--- config.mk ---
export PLATFORM = sky130hd
export DESIGN_NAME = cpu_run_ctrl_flat
export DESIGN_NICKNAME = d
export VERILOG_FILES = /design/src/rtl/cpu_ctrl_pkg.sv /design/src/rtl/cpu_run_ctrl_if.sv /design/src/rtl/sync_debounce.sv /design/src/rtl/cpu_run_ctrl.sv /design/src/flat_wrapper.sv
export SDC_FILE = /design/constraint.sdc
export NUM_CORES = 1
export LEC_CHECK = 0
export ABC_AREA = 0
export CORE_MARGIN = 3
export CORE_UTILIZATION = 30
export CTS_CLUSTER_DIAMETER = 30
export CTS_CLUSTER_SIZE = 12
export DETAILED_ROUTE_END_ITERATION = 16
export DONT_BUFFER_PORTS = 1
export GPL_TIMING_DRIVEN = 0
export PLACE_DENSITY_LB_ADDON = 0.3
export SKIP_LAST_GASP = 1
export SYNTH_ARGS = -nofsm -noshare
export SYNTH_HDL_FRONTEND = slang
export SYNTH_SLANG_ARGS = --single-unit
--- constraint.sdc ---
create_clock -name CLK -period 3.3 [get_ports CLK]
set_input_delay 0.495 -clock CLK [delete_from_list [all_inputs] [get_ports CLK]]
set_output_delay 0.495 -clock CLK [all_outputs]
set_load 0.1 [all_outputs]
--- src/rtl/cpu_ctrl_pkg.sv ---
// Shared definitions for the CPU run/step controller: state encoding,
// default debounce constants and the state-to-output decode.
package cpu_ctrl_pkg;

    localparam int DEBOUNCE_CYCLES_DEFAULT = 50000;
    localparam int CNT_W_DEFAULT           = 16;

    typedef enum logic [1:0] {
        IDLE   = 2'd0,
        RUN    = 2'd1,
        STEP   = 2'd2,
        HALTED = 2'd3
    } run_state_t;

    typedef struct packed {
        logic always_cpu_en;
        logic once_cpu_en;
        logic run_led;
        logic halted_led;
    } run_outputs_t;

    // Outputs depend on the state register only, so they are glitch-free
    // and the two CPU enables can never be active together.
    function automatic run_outputs_t decode_outputs(input run_state_t s);
        run_outputs_t o;
        o               = '0;
        o.always_cpu_en = (s == RUN);
        o.run_led       = (s == RUN);
        o.once_cpu_en   = (s == STEP);
        o.halted_led    = (s == HALTED);
        return o;
    endfunction

endpackage

--- src/rtl/cpu_run_ctrl_if.sv ---
// Board/CPU-side signal bundle of the run controller.
interface cpu_run_ctrl_if;

    logic       KEY_STEP_N;
    logic       SW_RUN;
    logic       HALT;
    logic       ALWAYS_CPU_EN;
    logic       ONCE_CPU_EN;
    logic       RUN_LED;
    logic       HALTED_LED;
    logic [7:0] STEP_COUNT;

    modport master (
        output KEY_STEP_N,
        output SW_RUN,
        output HALT,
        input  ALWAYS_CPU_EN,
        input  ONCE_CPU_EN,
        input  RUN_LED,
        input  HALTED_LED,
        input  STEP_COUNT
    );

    modport slave (
        input  KEY_STEP_N,
        input  SW_RUN,
        input  HALT,
        output ALWAYS_CPU_EN,
        output ONCE_CPU_EN,
        output RUN_LED,
        output HALTED_LED,
        output STEP_COUNT
    );

endinterface

--- src/rtl/sync_debounce.sv ---
// Two-flop synchronizer followed by a stable-count debouncer for one
// asynchronous board input.
module sync_debounce
    import cpu_ctrl_pkg::*;
#(
    parameter int   DEBOUNCE_CYCLES = DEBOUNCE_CYCLES_DEFAULT,
    parameter int   CNT_W           = CNT_W_DEFAULT,
    parameter logic RESET_LEVEL     = 1'b0
) (
    input  logic clk,
    input  logic nclr,
    input  logic raw,
    output logic level
);

    logic             sync1_reg;
    logic             sync2_reg;
    logic             level_reg;
    logic             level_next;
    logic [CNT_W-1:0] cnt_reg;
    logic [CNT_W-1:0] cnt_next;
    logic [CNT_W-1:0] cnt_inc;

    // The counter only runs while the synchronized value disagrees with the
    // debounced level; any agreeing sample throws the partial count away.
    always_comb begin
        cnt_inc    = cnt_reg + CNT_W'(1);
        cnt_next   = '0;
        level_next = level_reg;
        if (sync2_reg != level_reg) begin
            if (cnt_inc == CNT_W'(DEBOUNCE_CYCLES)) begin
                level_next = sync2_reg;
            end else begin
                cnt_next = cnt_inc;
            end
        end
    end

    always_ff @(posedge clk) begin
        if (!nclr) begin
            sync1_reg <= RESET_LEVEL;
            sync2_reg <= RESET_LEVEL;
            level_reg <= RESET_LEVEL;
            cnt_reg   <= '0;
        end else begin
            sync1_reg <= raw;
            sync2_reg <= sync1_reg;
            level_reg <= level_next;
            cnt_reg   <= cnt_next;
        end
    end

    assign level = level_reg;

endmodule

--- src/rtl/cpu_run_ctrl.sv ---
// Run / single-step / halt controller: debounces the step key and run
// switch and produces the CPU enable requests plus status LEDs.
module cpu_run_ctrl
    import cpu_ctrl_pkg::*;
#(
    parameter int DEBOUNCE_CYCLES = DEBOUNCE_CYCLES_DEFAULT,
    parameter int CNT_W           = CNT_W_DEFAULT
) (
    input  logic           CLK,
    input  logic           NCLR,
    cpu_run_ctrl_if.slave  bus
);

    // Index 0 is the step key (idles released/high), index 1 the run switch.
    localparam logic [1:0] RESET_LEVELS = 2'b01;

    logic [1:0]   raw_in;
    logic [1:0]   level;
    logic         key_level;
    logic         sw_level;
    logic         key_level_d_reg;
    logic         step_press_reg;
    run_state_t   state_reg;
    run_state_t   state_next;
    logic [7:0]   step_count_reg;
    logic [7:0]   step_count_next;
    run_outputs_t outs;

    assign raw_in = {bus.SW_RUN, bus.KEY_STEP_N};

    genvar gi;
    generate
        for (gi = 0; gi < 2; gi++) begin : g_input
            sync_debounce #(
                .DEBOUNCE_CYCLES (DEBOUNCE_CYCLES),
                .CNT_W           (CNT_W),
                .RESET_LEVEL     (RESET_LEVELS[gi])
            ) u_sync_debounce (
                .clk   (CLK),
                .nclr  (NCLR),
                .raw   (raw_in[gi]),
                .level (level[gi])
            );
        end
    endgenerate

    assign key_level = level[0];
    assign sw_level  = level[1];

    // Strobe is registered, so a debounced press reaches STEP two edges later.
    always_ff @(posedge CLK) begin
        if (!NCLR) begin
            key_level_d_reg <= 1'b1;
            step_press_reg  <= 1'b0;
            state_reg       <= IDLE;
            step_count_reg  <= '0;
        end else begin
            key_level_d_reg <= key_level;
            step_press_reg  <= key_level_d_reg & ~key_level;
            state_reg       <= state_next;
            step_count_reg  <= step_count_next;
        end
    end

    always_comb begin
        state_next      = state_reg;
        step_count_next = step_count_reg;
        case (state_reg)
            IDLE: begin
                // Switch wins over a coincident press; that press is dropped.
                if (sw_level) begin
                    state_next = RUN;
                end else if (step_press_reg) begin
                    state_next = STEP;
                end
            end
            RUN: begin
                if (bus.HALT) begin
                    state_next = HALTED;
                end else if (!sw_level) begin
                    state_next = IDLE;
                end
            end
            STEP: begin
                state_next      = IDLE;
                step_count_next = step_count_reg + 8'd1;
            end
            HALTED: begin
                // Leaving HALTED needs the operator to turn the switch off.
                if (!sw_level) begin
                    state_next = IDLE;
                end
            end
            default: state_next = IDLE;
        endcase
    end

    assign outs              = decode_outputs(state_reg);
    assign bus.ALWAYS_CPU_EN = outs.always_cpu_en;
    assign bus.ONCE_CPU_EN   = outs.once_cpu_en;
    assign bus.RUN_LED       = outs.run_led;
    assign bus.HALTED_LED    = outs.halted_led;
    assign bus.STEP_COUNT    = step_count_reg;

endmodule

--- src/flat_wrapper.sv ---
// flat-port wrapper written by rule: the top's interface ports become plain ports
module cpu_run_ctrl_flat import cpu_ctrl_pkg::*;
#(
    parameter int DEBOUNCE_CYCLES = DEBOUNCE_CYCLES_DEFAULT,
    parameter int CNT_W           = CNT_W_DEFAULT
)
  (CLK, NCLR, bus_KEY_STEP_N, bus_SW_RUN, bus_HALT, bus_ALWAYS_CPU_EN, bus_ONCE_CPU_EN, bus_RUN_LED, bus_HALTED_LED, bus_STEP_COUNT);
  cpu_run_ctrl_if bus_i ();
  input  logic CLK;
  input  logic NCLR;
  input wire logic [$bits(bus_i.KEY_STEP_N)-1:0] bus_KEY_STEP_N;
  input wire logic [$bits(bus_i.SW_RUN)-1:0] bus_SW_RUN;
  input wire logic [$bits(bus_i.HALT)-1:0] bus_HALT;
  output wire logic [$bits(bus_i.ALWAYS_CPU_EN)-1:0] bus_ALWAYS_CPU_EN;
  output wire logic [$bits(bus_i.ONCE_CPU_EN)-1:0] bus_ONCE_CPU_EN;
  output wire logic [$bits(bus_i.RUN_LED)-1:0] bus_RUN_LED;
  output wire logic [$bits(bus_i.HALTED_LED)-1:0] bus_HALTED_LED;
  output wire logic [$bits(bus_i.STEP_COUNT)-1:0] bus_STEP_COUNT;
  assign bus_i.KEY_STEP_N = bus_KEY_STEP_N;
  assign bus_i.SW_RUN = bus_SW_RUN;
  assign bus_i.HALT = bus_HALT;
  assign bus_ALWAYS_CPU_EN = bus_i.ALWAYS_CPU_EN;
  assign bus_ONCE_CPU_EN = bus_i.ONCE_CPU_EN;
  assign bus_RUN_LED = bus_i.RUN_LED;
  assign bus_HALTED_LED = bus_i.HALTED_LED;
  assign bus_STEP_COUNT = bus_i.STEP_COUNT;
  cpu_run_ctrl #(.DEBOUNCE_CYCLES(DEBOUNCE_CYCLES), .CNT_W(CNT_W)) u_core (.CLK(CLK), .NCLR(NCLR), .bus(bus_i));
endmodule
==> results.toml, run 1 <==
[power_and_ir_drop]
peakVddDrop_mv = 0.176
power_density_nw_per_um2 = 432
power_leakage_nw = 0.802
p_total_mw = 1.05

[floorplan]
io_pins = 17
chipWidth_um = 91.4
dieHeight_um = 91.4
initial_utilization_pct = 31.5
coreArea_sq_um = 6940
die-area_sq_um = 8360
rows = 30

[cts]
cts-root-buf = "clkbuf_8"
clk_path_buf_depth = 2
post_cts_buffers = 0
numCtsBuffers = 5
clock-sinks = 50
cts_max_level = 2
clk_pin_slew_ns = 0.08
ctsResizeCount = 0
insertion_delay_ns = 0.29
tritoncts = "yes"
hold_buffers = 0

[grt]
grt_max_degree = 15
grtUsageTotal_pct = 9.28
grt_pass1_vias = 1465
grt_overflow = 0
antenna_found_initial = 0
grt_pass1_wl_mm = 6.47

[critical_path]
cp.arrival_ns = 3.18
worstSetupPathType = "reg2reg"
path_cells = "nand4_1 > nor4_1 > mux2_2 > or4b_4 > o21bai_1 > buf_4 > a21oi_1"
crit_path_top_delay_cell = "nor4_1"
cpPeakStageDelay_ns = 0.66
critPathMaxFanout = 10
end_kind = "register"
crit_path_start_kind = "register"
worst_ep_required_time_ns = 3.48

[route]
via_per_inst = 4.50
wirelength_mm = 3.76
drtIter0Drc = 58
num_vias = 1575
wl_per_cell_um = 10.7
ant_nets = 0
drc = 0
dr.pass1.iters = 4

[run_status]
status = "completed"

[placement]
gp_congestion = 0.761
dp_hpwl_mm = 2.69
port_buffers = 0

[synth]
synth_edf_count = 0
ys_top_cells_by_count = "50 x dfxtp_1, 43 x nor2_1, 19 x xor2_1"
synth_most_common_cell = "dfxtp_1"
yosysTopAreaCellShare_pct = 45.7
synthCells = 246
syn_nets = 254
yosysUniqueCellTypes = 36
synth_area_sq_um = 2190
syn-mean-instance-area_sq_um = 8.90
async_reset_ff_share_pct = 0
yosysWarnings = 0
ys_ff_latch = 50
synth_area_leader_cell = "dfxtp_1"
synth.area.top_cells = "dfxtp_1 46%, xor2_1 7.6%, nor2_1 7.4%, xnor2_1 6.8%, nand3_1 3.0%"
ys_seq_area_share_pct = 45.7
synth_flop_cell = "dfxtp_1"

[sta]
tightest_slew_ns = 1.37
fin_worst_skew_ns = 0.00548
finalSetupTns_ns = 0
max_slew_margin_pct = 8.72
fin_crit_ns = 3.00
max_freq_mhz = 333
slew_viol_final = 0
min_period_over_period_pct = 90.9
hold_violations = 0
rsz0062_at_grt = "false"
setup_viol = 0

[final_layout]
multi_input_area_sq_um = 1130
num-fill-cells = 720
diodes = 0
areaGrowthSynthToFinish_pct = 10.9
regArea_sq_um = 1000
largest_reg_flops = 32
drive_gt1_share_pct = 7.09
finish.net_count = 262

[flow_run]
cap_viol_max_count = 0

[worst_hold_path]
hp-class = "in2reg"
## layer usage
metal	track usage (%)	vias up	wire length (um)
li1	-	839	-
met1	12.2	707	1940
met2	14.1	20	1610
met3	2.32	9	119
met4	4.52	0	87
met5	0	-	0
## cell type report
type | count | area share, %
Buffer | 5 | 1.08
Timing Repair Buffer | 1 | 0.155
Clock buffer | 6 | 3.40
Tap cell | 96 | 4.95
Sequential cell | 50 | 41.2
Inverter | 9 | 1.39
Clock inverter | 1 | 1.24
Multi-Input combinational cell | 182 | 46.6
## placed cells by master (no fill, tap or decap), types with 6 or more instances in the layout
cell type  netlist  routed
and2_1           6       6
and3_1           7       7
clkbuf_8         0       6
dfxtp_1         50      50
inv_1            8       8
nand2_1         15      15
nand3_1         13      13
nand4_1          6       6
nor2_1          43      43
nor2b_1          7       6
xnor2_1         17      17
xor2_1          19      19
## path summary, 6_finish.rpt
check,endpoint,startpoint,slack (ns),cells past startpoint
worst min-delay path,u_core.g_input[0].u_sync_debounce.sync2_reg,NCLR,0.27,1
worst min register to register,u_core.g_input[0].u_sync_debounce.sync2_reg,u_core.g_input[0].u_sync_debounce.sync1_reg,0.41,1
worst max-delay path,u_core.g_input[1].u_sync_debounce.cnt_reg[6],u_core.g_input[1].u_sync_debounce.cnt_reg[3],0.30,7
worst max register to register,u_core.g_input[1].u_sync_debounce.cnt_reg[6],u_core.g_input[1].u_sync_debounce.cnt_reg[3],0.30,7
## stage by stage
step	setup WS [ns]	std cells	utilization [%]	hold WS, ns	cell area [sq um]
floorplan	0.549	246	-	0.386	2190
global placement	0.338	342	33.3	0.389	2310
detailed placement	0.299	343	33.4	0.392	2320
CTS	0.274	350	35.0	0.261	2430
global route	0.0777	350	35.0	0.251	2430
finish	0.300	350	35.0	0.270	2430
## where the power goes
part           total [mW]  internal (mW)  switching [mW]
sequential          0.607          0.606         0.00142
clock               0.430          0.243           0.187
combinational      0.0118        0.00401         0.00776
total                1.05          0.852           0.196
## worst max-delay path, delay by kind of cell, from the launching register on
family          cells  cell delay [ns]
mux                 1             0.40
flops               1             0.42
compound gates      2             0.31
buf+inv             1             0.23
simple gates        3             1.51
## cell families (layout without fill, tap and decap cells)
logic type      Yosys count  in the layout  synth area share [%]
simple gates            123            123                  28.7
flops                    50             50                  45.7
xor+xnor                 36             36                  14.4
compound gates           16             16                  4.80
buf+inv                  14             22                  2.74
mux                       4              4                  1.89
fa+ha+maj                 3              3                  1.71
Note: power is estimated with default switching activity, not from simulation.
==> inputs of run 2 (changes only) <==
- CORE_MARGIN: 3 -> 1
- SKIP_CTS_REPAIR_TIMING: unset -> 1
- clock period: 3.3 -> 3.52 ns (I/O delays scaled with it)
==> results.toml, run 2 (synthesis gave the netlist of run 1 again) <==
[power_and_ir_drop]
peakVddDrop_mv = 0.147
pwr-share-clk_pct = 41.0
p_int_mw = 0.783
power_leakage_nw = 0.795
power_frac_seq_pct = 57.9
power.net_switching_mw = 0.200
p_total_mw = 0.983
power_density_nw_per_um2 = 405
switching_share_pct = 20.4
p_comb_share_pct = 1.1

[route]
drtIter0Drc = 51
wirelength_mm = 3.69
dr.pass1.iters = 4
wl_per_cell_um = 10.5
drc = 0
via_per_inst = 4.52
ant_nets = 0
num_vias = 1588

[grt]
grt_pass1_vias = 1563
grt_max_degree = 17
grt_overflow = 0
antenna_found_initial = 0
grt_pass1_wl_mm = 6.76
grtUsageTotal_pct = 11.2

[final_layout]
finish.net_count = 262
layout_common_cells = "50 x dfxtp_1, 43 x nor2_1, 19 x xor2_1"
largest_reg_flops = 32
diodes = 0
num-fill-cells = 717
final_common_cell = "dfxtp_1"
final_cell_count_no_fill = 351
areaGrowthSynthToFinish_pct = 11.0
drive_gt1_share_pct = 7.45
final_area_sq_um = 2430

[sta]
fin_ws_ns = 0.568
max_freq_mhz = 339
setup_viol = 0
hold_violations = 0
finalSetupTns_ns = 0
fin_crit_ns = 2.95
fin_worst_skew_ns = 0.00606
slew_viol_final = 0
max_slew_margin_pct = 7.91
rsz0062_at_grt = "false"
min_period_over_period_pct = 83.9
tightest_slew_ns = 1.38

[cts]
tritoncts = "yes"
numCtsBuffers = 5
cts_max_level = 2
clock-sinks = 50
cts-root-buf = "clkbuf_8"
clk_pin_slew_ns = 0.09
insertion_delay_ns = 0.30
clk_path_buf_depth = 2

[run_status]
status = "completed"

[placement]
dp_hpwl_mm = 2.61
port_buffers = 0
pre_cts_ws_ns = 0.593
gp_congestion = 0.786
place_inst = 343
placed_cell_area_sq_um = 2320

[floorplan]
coreArea_sq_um = 6910
rows = 30
initial_utilization_pct = 31.7
chipWidth_um = 87.4
io_pins = 17
dieHeight_um = 87.4
die-area_sq_um = 7640

[critical_path]
crit_path_start_kind = "register"
worstSetupPathType = "reg2reg"
critPathMaxFanout = 10
worst_ep_required_time_ns = 3.70
cp.arrival_ns = 3.14
end_kind = "register"

[worst_hold_path]
hp-class = "in2reg"

[flow_run]
cap_viol_max_count = 0
-- run 2: cell types whose count changed in the layout (fill, tap and decap cells not counted), sizes merged --
cell,delta
clkbuf,-1
clkinvlp,+2
-- run 2: critical path, stage by stage (launching register included) --
cell	delay, ns
dfxtp_1	0.42
nand4_1	0.30
nor4_1	0.66
mux2_2	0.40
or4b_4	0.54
o21bai_1	0.23
buf_4	0.22
a21oi_1	0.05
-- run 2: final timing paths --
check / cells past startpoint / slack, ns / to / start
setup / recovery: 7 / 0.57 / u_core.g_input[1].u_sync_debounce.cnt_reg[6] / u_core.g_input[1].u_sync_debounce.cnt_reg[3]
hold / removal: 1 / 0.30 / u_core.g_input[0].u_sync_debounce.sync2_reg / NCLR
setup reg to reg: 7 / 0.57 / u_core.g_input[1].u_sync_debounce.cnt_reg[6] / u_core.g_input[1].u_sync_debounce.cnt_reg[3]
hold reg to reg: 1 / 0.42 / u_core.g_input[0].u_sync_debounce.sync2_reg / u_core.g_input[0].u_sync_debounce.sync1_reg
-- run 2: power by group through the flow --
stage / logic [mW] / clock network, mW / registers (mW)
floorplan: 0.00861 / 0 / 0.582
CTS: 0.0113 / 0.423 / 0.569
finish: 0.0109 / 0.403 / 0.569
global placement: 0.0114 / 0 / 0.583
global route: 0.0129 / 0.450 / 0.570
detailed placement: 0.0112 / 0 / 0.583
-- run 2: routing by layer --
metal  track usage [%]  share of wire, %  routed length (um)  vias up
li1                  -                 -                   -      843
met1              14.4                51                1890      717
met2              18.0                44                1610       22
met3              2.65               3.2                 120        6
met4              4.92               1.9                  71        0
met5                 0                 0                   0        -
-- run 2: stage by stage --
stage / utilization, % / hold slack, ns
floorplan: - / 0.386
global placement: 33.4 / 0.390
detailed placement: 33.5 / 0.397
CTS: 35.2 / 0.288
global route: 35.2 / 0.293
finish: 35.2 / 0.299
-- run 2: cell type report --
type | instances | area [sq um] | area share [%]
sequential | 50 | 1000 | 41.2
timing repair buffer | 1 | 3.75 | 0.154
tap | 96 | 120 | 4.94
multi-input combinational | 182 | 1130 | 46.5
clock buffer | 5 | 68.8 | 2.83
clock inverter | 3 | 45.0 | 1.85
buffer | 5 | 26.3 | 1.08
inverter | 9 | 33.8 | 1.39
==> inputs of run 3 (changes only) <==
- clock period: 3.52 -> 3.1 ns (I/O delays scaled with it)
==> results.toml, run 3 (synthesis gave the netlist of run 1 again) <==
[run_status]
status = "completed"

[final_layout]
largest_reg_flops = 32
areaGrowthSynthToFinish_pct = 11.3
drive_gt1_share_pct = 7.84
finish.net_count = 262
utilization_pct = 35.3
layout_common_cells = "50 x dfxtp_1, 43 x nor2_1, 19 x xor2_1"
final_common_cell = "dfxtp_1"
diodes = 0

[sta]
tightest_slew_ns = 1.38
min_period_over_period_pct = 89.3
worst_hold_slack_ns = 0.237
fin_worst_skew_ns = 0.00668
max_freq_mhz = 361
fin_crit_ns = 2.77
slew_viol_final = 0
finalSetupTns_ns = 0
max_slew_margin_pct = 7.87
rsz0062_at_grt = "false"
setup_viol = 0
hold_violations = 0

[placement]
dp_hpwl_mm = 2.61
port_buffers = 0
gp_congestion = 0.786

[route]
wl_per_cell_um = 10.5
num_vias = 1584
ant_nets = 0
via_per_inst = 4.51
drc = 0
wirelength_mm = 3.68
dr.pass1.iters = 4
drtIter0Drc = 53

[floorplan]
coreArea_sq_um = 6910
initial_utilization_pct = 31.7
chipWidth_um = 87.4
io_pins = 17
dieHeight_um = 87.4
rows = 30
die-area_sq_um = 7640

[cts]
clk_pin_slew_ns = 0.09
cts_max_level = 2
clock-sinks = 50
clk_path_buf_depth = 2
tritoncts = "yes"
cts-root-buf = "clkbuf_8"
insertion_delay_ns = 0.30
numCtsBuffers = 5

[power_and_ir_drop]
p_int_mw = 0.889
peakVddDrop_mv = 0.167
p_comb_share_pct = 1.1
power_frac_seq_pct = 57.9
switching_share_pct = 20.3
power_leakage_nw = 0.795
power.net_switching_mw = 0.227
pwr-share-clk_pct = 41.0
power_density_nw_per_um2 = 458

[grt]
grt_max_degree = 17
grt_pass1_wl_mm = 6.76
grt_overflow = 0
grtUsageTotal_pct = 11.2
antenna_found_initial = 0
grt_pass1_vias = 1563

[critical_path]
crit_path_start_kind = "register"
critPathMaxFanout = 10
end_kind = "register"
worstSetupPathType = "reg2reg"
worst_ep_required_time_ns = 3.28
cp.arrival_ns = 2.95

[flow_run]
cap_viol_max_count = 0

[worst_hold_path]
hp-class = "in2reg"
run 3: cell counts in the layout (fill, tap and decap cells not counted):
Identical to the previous run, type by type.
run 3: routing by layer:
layer	track usage (%)	share of wire, %
met3	2.65	2.5
met1	14.4	51
met4	4.92	2.0
met5	0	0
met2	18.0	44
run 3: area by class of cell:
class,instances,area (sq um)
plain buffers,5,26.3
clock buffers,5,68.8
clock inverters,3,45.0
fillers,715,4470
inverters,9,33.8
multi-input cells,182,1140
flip-flops and latches,50,1000
well taps,96,120
repair buffers,1,3.75
run 3: power groups by stage:
stage / clock [mW] / sequential [mW] / combinational (mW)
floorplan: 0 / 0.661 / 0.00978
global placement: 0 / 0.661 / 0.0129
detailed placement: 0 / 0.661 / 0.0128
CTS: 0.480 / 0.647 / 0.0128
global route: 0.511 / 0.647 / 0.0146
finish: 0.458 / 0.646 / 0.0124
run 3: final timing paths:
| path | start | cells past startpoint | end | slack (ns) |
|---|---|---|---|---|
| worst min register to register | u_core.g_input[0].u_sync_debounce.sync1_reg | 1 | u_core.g_input[0].u_sync_debounce.sync2_reg | 0.42 |
| worst max register to register | u_core.g_input[1].u_sync_debounce.cnt_reg[3] | 7 | u_core.g_input[1].u_sync_debounce.cnt_reg[6] | 0.33 |
| worst min-delay path | NCLR | 1 | u_core.g_input[0].u_sync_debounce.sync2_reg | 0.24 |
| worst max-delay path | u_core.g_input[1].u_sync_debounce.cnt_reg[3] | 7 | u_core.g_input[1].u_sync_debounce.cnt_reg[6] | 0.33 |
run 3: per-stage QoR:
stage	instance area, sq um	power (mW)	std cells	setup WS (ns)
finish	2440	1.12	351	0.331
global route	2440	1.17	351	0.132
CTS	2430	1.14	351	0.130
detailed placement	2320	0.674	343	0.173
global placement	2310	0.674	342	0.130
floorplan	2190	0.671	246	0.379
run 3: worst max-delay path, stage by stage, from the launching register on:
cell,delay [ns]
dfxtp_1,0.42
nand4_1,0.32
nor4_2,0.49
mux2_2,0.38
or4b_4,0.54
o21bai_1,0.23
buf_4,0.22
a21oi_1,0.05
